==> src/rtl/lsu_ctrl.sv <==
// Load/store sequencing controller: decodes one RV32I load/store at a time,
// runs the req/gnt/rvalid handshake and returns extended load data.
module lsu_ctrl (
  input  logic        clk_i,
  input  logic        rst_n_i,
  input  logic        req_valid_i,
  input  logic        is_store_i,
  input  logic [2:0]  funct3_i,
  input  logic [31:0] addr_i,
  input  logic [31:0] store_data_i,
  input  logic [4:0]  rd_i,
  output logic        stall_o,
  output logic        mem_req_o,
  output logic        mem_we_o,
  output logic [31:0] mem_addr_o,
  output logic [3:0]  mem_be_o,
  output logic [31:0] mem_wdata_o,
  input  logic        mem_gnt_i,
  input  logic        mem_rvalid_i,
  input  logic [31:0] mem_rdata_i,
  output logic        wb_valid_o,
  output logic [4:0]  wb_rd_o,
  output logic [31:0] wb_data_o,
  output logic        done_o,
  output logic        misalign_o,
  output logic        illegal_o
);

  typedef enum logic [1:0] {
    ST_IDLE = 2'd0,
    ST_REQ  = 2'd1,
    ST_RESP = 2'd2,
    ST_DONE = 2'd3
  } state_t;

  state_t      state_r;
  logic        is_store_r;
  logic [2:0]  funct3_r;
  logic [1:0]  addr_lo_r;
  logic [4:0]  rd_r;
  logic        illegal_s;
  logic        misalign_s;

  function automatic logic f3_illegal(input logic st, input logic [2:0] f3);
    logic bad;
    if (st) begin
      bad = f3[2] | (f3 == 3'b011);
    end else begin
      bad = (f3 == 3'b011) | (f3 == 3'b110) | (f3 == 3'b111);
    end
    return bad;
  endfunction

  function automatic logic addr_misaligned(input logic [2:0] f3, input logic [1:0] lo);
    logic bad;
    case (f3[1:0])
      2'b01:   bad = lo[0];
      2'b10:   bad = (lo != 2'b00);
      default: bad = 1'b0;
    endcase
    return bad;
  endfunction

  function automatic logic [3:0] lane_be(input logic [2:0] f3, input logic [1:0] lo);
    logic [3:0] be;
    case (f3[1:0])
      2'b00:   be = 4'b0001 << lo;
      2'b01:   be = 4'b0011 << {lo[1], 1'b0};
      default: be = 4'b1111;
    endcase
    return be;
  endfunction

  function automatic logic [31:0] lane_wdata(input logic [2:0] f3, input logic [31:0] d);
    logic [31:0] w;
    case (f3[1:0])
      2'b00:   w = {4{d[7:0]}};
      2'b01:   w = {2{d[15:0]}};
      default: w = d;
    endcase
    return w;
  endfunction

  function automatic logic [31:0] load_extract(input logic [2:0] f3, input logic [1:0] lo,
                                               input logic [31:0] rdata);
    logic [31:0] sh;
    logic [31:0] res;
    sh = rdata >> {lo, 3'b000};
    case (f3)
      3'b000:  res = {{24{sh[7]}}, sh[7:0]};
      3'b100:  res = {24'd0, sh[7:0]};
      3'b001:  res = {{16{sh[15]}}, sh[15:0]};
      3'b101:  res = {16'd0, sh[15:0]};
      default: res = sh;
    endcase
    return res;
  endfunction

  assign illegal_s  = f3_illegal(is_store_i, funct3_i);
  assign misalign_s = addr_misaligned(funct3_i, addr_i[1:0]);

  // Pipeline hold: combinational so the pipeline advances in the DONE cycle.
  always_comb begin
    stall_o = 1'b0;
    case (state_r)
      ST_IDLE: stall_o = req_valid_i;
      ST_REQ:  stall_o = 1'b1;
      ST_RESP: stall_o = 1'b1;
      default: stall_o = 1'b0;
    endcase
  end

  // Access sequencer with registered bus, writeback and pulse outputs.
  always_ff @(posedge clk_i or negedge rst_n_i) begin
    if (!rst_n_i) begin
      state_r     <= ST_IDLE;
      is_store_r  <= 1'b0;
      funct3_r    <= 3'b000;
      addr_lo_r   <= 2'b00;
      rd_r        <= 5'd0;
      mem_req_o   <= 1'b0;
      mem_we_o    <= 1'b0;
      mem_addr_o  <= 32'd0;
      mem_be_o    <= 4'd0;
      mem_wdata_o <= 32'd0;
      wb_valid_o  <= 1'b0;
      wb_rd_o     <= 5'd0;
      wb_data_o   <= 32'd0;
      done_o      <= 1'b0;
      misalign_o  <= 1'b0;
      illegal_o   <= 1'b0;
    end else begin
      case (state_r)
        ST_IDLE: begin
          if (req_valid_i) begin
            is_store_r <= is_store_i;
            funct3_r   <= funct3_i;
            addr_lo_r  <= addr_i[1:0];
            rd_r       <= rd_i;
            if (illegal_s) begin
              state_r   <= ST_DONE;
              done_o    <= 1'b1;
              illegal_o <= 1'b1;
            end else if (misalign_s) begin
              state_r    <= ST_DONE;
              done_o     <= 1'b1;
              misalign_o <= 1'b1;
            end else begin
              state_r     <= ST_REQ;
              mem_req_o   <= 1'b1;
              mem_we_o    <= is_store_i;
              mem_addr_o  <= {addr_i[31:2], 2'b00};
              mem_be_o    <= lane_be(funct3_i, addr_i[1:0]);
              mem_wdata_o <= lane_wdata(funct3_i, store_data_i);
            end
          end
        end
        ST_REQ: begin
          if (mem_gnt_i) begin
            mem_req_o <= 1'b0;
            mem_we_o  <= 1'b0;
            if (is_store_r) begin
              state_r <= ST_DONE;
              done_o  <= 1'b1;
            end else begin
              state_r <= ST_RESP;
            end
          end
        end
        ST_RESP: begin
          if (mem_rvalid_i) begin
            state_r    <= ST_DONE;
            wb_data_o  <= load_extract(funct3_r, addr_lo_r, mem_rdata_i);
            wb_rd_o    <= rd_r;
            wb_valid_o <= 1'b1;
            done_o     <= 1'b1;
          end
        end
        ST_DONE: begin
          state_r    <= ST_IDLE;
          wb_valid_o <= 1'b0;
          done_o     <= 1'b0;
          misalign_o <= 1'b0;
          illegal_o  <= 1'b0;
        end
        default: begin
          state_r    <= ST_IDLE;
          mem_req_o  <= 1'b0;
          mem_we_o   <= 1'b0;
          wb_valid_o <= 1'b0;
          done_o     <= 1'b0;
          misalign_o <= 1'b0;
          illegal_o  <= 1'b0;
        end
      endcase
    end
  end

endmodule

==> config.mk <==
export PLATFORM = sky130hd
export DESIGN_NAME = lsu_ctrl
export DESIGN_NICKNAME = d
export VERILOG_FILES = /design/src/rtl/lsu_ctrl.sv
export SDC_FILE = /design/constraint.sdc
export NUM_CORES = 1
export LEC_CHECK = 0
export ABC_AREA = 1
export BUFFER_PORTS_ARGS = -buffer_cell sky130_fd_sc_hd__clkbuf_2
export CORE_MARGIN = 2
export CORE_UTILIZATION = 50
export CTS_BUF_LIST = sky130_fd_sc_hd__clkbuf_16
export CTS_CLUSTER_SIZE = 28
export DETAILED_ROUTE_END_ITERATION = 16
export PLACE_DENSITY = 0.81
export SLEW_MARGIN = 20
export SYNTH_ARGS = -nofsm -noshare
export SYNTH_HDL_FRONTEND = slang
export SYNTH_SLANG_ARGS = --single-unit
==> constraint.sdc <==
create_clock -name clk_i -period 2.2 [get_ports clk_i]
set_input_delay 0.55 -clock clk_i [delete_from_list [all_inputs] [get_ports clk_i]]
set_output_delay 0.55 -clock clk_i [all_outputs]
set_load 0.05 [all_outputs]
# After elaboration in Yosys (flattened, before gate mapping)

Index checks and enable logic that the tools add are counted.

Register bits after elaboration: 122
Logic and storage cells: 97
RAM bits: 0
Bits of input ports: 110
Output and inout bits: 112
Memories kept: 0
Latch bits: 0
Memory bits (read-only): 0

$add $sub $neg: 0
$lt $le $gt $ge: 0
Multiplexer cells: 36
Bitwise logic cells: 5
Equal/unequal tests: 20
Div/mod/pow operators: 0
$mul: 0
Reductions and logical operators: 17
Shift operators: 3

Operator list:

| cell                                                               | count |
|---|---|
| 32-bit one-hot mux with 4 select lines                             | 1 |
| 32-bit one-hot mux with 2 select lines                             | 1 |
| 32-bit by 5-bit >> shifter with 32-bit output                      | 1 |
| 1-bit 2-to-1 mux                                                   | 19 |
| 2-bit != test (second input constant)                              | 8 |
| 1-bit one-hot mux with 2 select lines                              | 7 |
| 3-bit == test (second input constant)                              | 4 |
| 2-bit 2-to-1 mux                                                   | 5 |
| 5-bit AND reduction                                                | 2 |
| 2-bit one-hot mux with 4 select lines                              | 1 |
| 4-bit one-hot mux with 2 select lines                              | 1 |
| 4-bit AND reduction                                                | 2 |
| 2-bit nonzero test                                                 | 4 |
| 2-bit == test (second input constant)                              | 3 |
| 2-bit AND reduction                                                | 3 |
| 3-bit AND reduction                                                | 2 |
| 2-bit by 1-bit == test with 1-bit output (second input constant)   | 2 |
| 2-bit zero test                                                    | 2 |
| 1-bit one-hot mux with 4 select lines                              | 1 |
| 1-bit by 2-bit left shift with 4-bit output (first input constant) | 1 |
| 2-bit by 2-bit left shift with 4-bit output (first input constant) | 1 |
| 3-bit by 1-bit == test with 1-bit output (second input constant)   | 1 |
| 3-bit by 2-bit == test with 1-bit output (second input constant)   | 1 |
| 3-bit zero test                                                    | 1 |
| other kinds (4)                                                    | 7 |

# Depth between registers and ports, before layout

Depth in word-level cells: 7
Depth in mapped cells: 12
Gate-level depth less buffers: 10

# Worst setup path after synthesis

Ideal clock, no wire load.

Kind: reg2out
From: register state_r[0]
To: output port stall_o
Required time: 1.650 ns
Arrival: 1.967 ns
Setup slack: -0.317 ns
Path buffers: 2
Cell stages (with the launch flop): 9
Path through: dfrtp_1 > inv_1 > ha_1 > buf_2 > nand2_1 > inv_2 > clkbuf_1 > nor2_1 > nor2_1

Longest elaborated chain between the ends: 3
Elaborated cells between the ends (all ways): 5
Those cells by class: eq/ne: 2; mux: 1; reduce/logical: 2

RTL lines:

| what                                                                             | RTL line | source |
|---|---|---|
| start: declaration                                                               | 36       | `state_t state_r;` |
| start signal: assignment                                                         | 116      | `state_r <= ST_IDLE;` |
| start signal: assignment                                                         | 141      | `state_r <= ST_DONE;` |
| start signal: assignment                                                         | 145      | `state_r <= ST_DONE;` |
| 2-bit == test / 2-bit by 1-bit == test with 1-bit output (equally long branches) | 105      | `case (state_r)` |
| 2-bit OR reduction (no line)                                                     | -        |  |
| 1-bit one-hot mux with 2 select lines *                                          | 105      |  |
| end: declaration                                                                 | 12       | `output logic stall_o,` |

Every way passes the cells marked *; elsewhere a longest branch is shown, timed or not.

# Worst setup path after layout

Ends and elaborated chain as after synthesis.

==> impl_metrics.py <==
metrics = {
    "global_routing": {
        "overflow": 0,
        "grt_pass1_wl_mm": 27.41,
        "grt_max_degree": 57,
        "antenna_found_initial": 0,
        "track_usage": 0.2737,
        "grt_pass1_vias": 5647,
    },
    "cts": {
        "tritoncts": "done",
        "clk_pin_slew_worst_paths_ps": 50,
        "clock-sinks": 122,
        "cts_made_buffers": 17,
        "cts-root-buf": "clkbuf_16",
        "cts_hold_buf": 0,
        "insertion_delay_ps": 430,
        "clock_path_buffers": 2,
        "cts_max_level": 4,
    },
    "sta": {
        "hold_viol_final": 0,
        "setup_viol": 0,
        "slew_viol_final": 0,
        "fin_hold_ws_ps": 84.96,
        "fin_crit_sh": 0.9630,
        "clock.fmax_mhz": 472.0,
        "fin_worst_skew_ps": 8.055,
        "finalCriticalPeriod_ps": 2119,
    },
    "min_path": {
        "hold_class": "input port to asynchronous set/reset pin",
    },
    "run": {
        "cap_violations": 0,
    },
    "layout": {
        "area_growth_pct": 30.93,
        "final_common_cell": "nand2_1",
        "drive_above_1_share": 0.3561,
        "fin_nets": 1072,
        "diodes": 0,
        "stdcell_count": 1113,
        "layout_common_cells": "nand2_1, clkbuf_2, dfrtp_1",
    },
    "worst_setup_path": {
        "critPathSlowestCell": "dfrtp_1",
        "path_class": "flop to primary output",
        "slowest_delay_ps": 380,
        "crit_start": "state_r[0]",
        "startpoint_type": "flop",
        "reg2reg_from": "addr_lo_r[0]",
        "crit_top_cell": "nor2_4",
        "worst-endpoint-arrival_ps": 1570,
        "r2r_setup_slack_ps": 380,
        "worst_ep_required_time_ps": 1650,
        "cp_cell_sequence": "inv_2, ha_1, nor2_4, nor2_4, buf_12",
        "cp_max_fo": 4,
        "worst_setup_path_end_kind": "primary output",
    },
    "synth": {
        "yosysWarningCount": 0,
        "synth_area_leaders": "dfrtp_1, nand2_1, nand3_1",
        "yosys.area.top_type": "dfrtp_1",
        "synth_cells": 735,
        "ys_types": 30,
        "netlist_area_um2": 6060,
        "syn_avg_cell_area_um2": 8.244,
        "ys_seq_elements": 122,
        "yosysSeqAreaShare": 0.5038,
        "synth.top_cell.area_share": 0.5038,
    },
    "route": {
        "wl_mm": 17.02,
        "post_drt_wl_per_cell_um": 15.29,
        "drt-initial-drc-count": 607,
        "viasPerCell": 5.220,
        "postRouteAntennaNets": 0,
        "vias": 5810,
        "drc": 0,
        "drt_pre_antenna_iters": 5,
    },
    "floorplan": {
        "core_area_um2": 11910,
        "io_pins": 222,
        "die_area_um2": 13020,
        "die_y_um": 114.1,
        "num_rows": 40,
        "start_util": 0.5087,
        "die_x_um": 114.1,
    },
    "power_and_ir_drop": {
        "power_density_nw_per_um2": 1850,
        "clkPwrFrac": 0.181,
        "vdd_ir_drop_max_mv": 1.056,
        "power_frac_seq": 0.273,
        "power.internal_uw": 6969,
        "power_switching_share": 0.5252,
        "pwr-share-comb": 0.546,
        "power.leakage_uw": 0.004339,
        "p_sw_uw": 7710,
    },
    "placement": {
        "dp_cells": 1079,
        "gp_congestion": 0.8882,
        "io_buffers": 219,
        "place_hpwl_mm": 12.16,
    },
    "status": {
        "status": "finished, final reports clean",
    },
}
flip-flops by register name, indices dropped and copies added, names as in the netlist:
| register | cells |
|---|---|
| mem_addr_o | 30 |
| is_store_r | 1 |
| mem_req_o | 1 |
| mem_be_o | 4 |
| state_r | 2 |
| funct3_r | 3 |
| wb_data_o | 32 |
| rd_r | 5 |
| wb_rd_o | 5 |
| misalign_o | 1 |
| wb_valid_o | 1 |
| illegal_o | 1 |
| done_o | 1 |
| addr_lo_r | 2 |
| mem_we_o | 1 |
| mem_wdata_o | 32 |
Yosys cell counts:
cell      count
buf_2        14
buf_12        1
o211ai_1      8
inv_1        47
nand2_1     238
clkinv_1      1
o22ai_1      18
or2_2         1
nand4_1       3
o21ai_0      33
buf_6         5
buf_4         5
nor2_4        2
buf_1         1
dfrtp_1     122
nor2_1       19
a31oi_1       1
a21oi_1      32
o21ai_2      26
conb_1        1
ha_1          9
clkbuf_1     14
o21ai_1      18
nand2_2      23
nor3_1        1
inv_2        16
buf_8         3
nand3_1      69
nand3_2       3
nor2_2        1
power by group through the flow:
stage / Combinational, uW / Sequential [uW] / Clock [uW]
after floorplan: 2710 / 7210 / 0
after global placement: 7810 / 3990 / 0
after detailed placement: 7950 / 4000 / 0
after CTS: 8000 / 4000 / 2690
after global routing: 8580 / 4120 / 2820
final: 8020 / 4000 / 2660
per-stage QoR:
step	util	worst slack [ps]	total power, uW	TNS [ps]	instance area, um^2
3_5_place_dp	0.6171	82.51	11950	0	7351
3_3_place_gp	0.6171	141.6	11800	0	7351
4_1_cts	0.6650	36.52	14690	0	7921
2_1_floorplan	-	19.85	9922	0	6071
6_report	0.6661	81.35	14680	0	7934
5_1_grt	0.6661	-8.746	15520	-8.746	7934
metal layers:
layer	global-route usage	vias up	part of all wire
li1	-	2818	-
met1	0.3422	2661	0.39
met2	0.4508	300	0.49
met3	0.07994	31	0.094
met4	0.1057	0	0.021
met5	0	-	0
cells by family after synthesis:
family                   share of synthesized area
other                                    0.0006189
AND/OR/NAND/NOR                             0.2546
flip-flops                                  0.5038
AO/OA/AOI/OAI                               0.1357
adder cells (fa/ha/maj)                    0.01858
buffers and inverters                      0.08672
critical path, delay by kind of cell, from the launching register on:
family	cells	cell delay (ps)
flip-flops	1	380
adder cells (fa/ha/maj)	1	350
buffers and inverters	2	220
AND/OR/NAND/NOR	2	200
cell type report:
| class | count | area [um^2] |
|---|---|---|
| fill | 997 | 3978 |
| sequential | 122 | 3053 |
| multi-input combinational | 507 | 2505 |
| timing repair buffer | 241 | 1391 |
| clock buffer | 17 | 425.4 |
| inverter | 64 | 240.2 |
| tap | 147 | 183.9 |
| clock inverter | 15 | 135.1 |
timing repair:
item | in CTS | in global routing
setup endpoints to repair | 1 | 1
pin swaps | 0 | 0
resized for setup | 2 | 1
buffers inserted | 1 | 1
path summary, 6_finish.rpt:
check                                      end  depth (start not counted)
worst min-delay path              wb_data_o[4]                          1
min in group clk_i                     rd_r[0]                          3
worst max register to register   wb_data_o[26]                          7
worst min register to register   mem_addr_o[9]                          2
max in group asynchronous       mem_addr_o[29]                          2
worst max-delay path                   stall_o                          5
(Power assumes the default switching activity.)
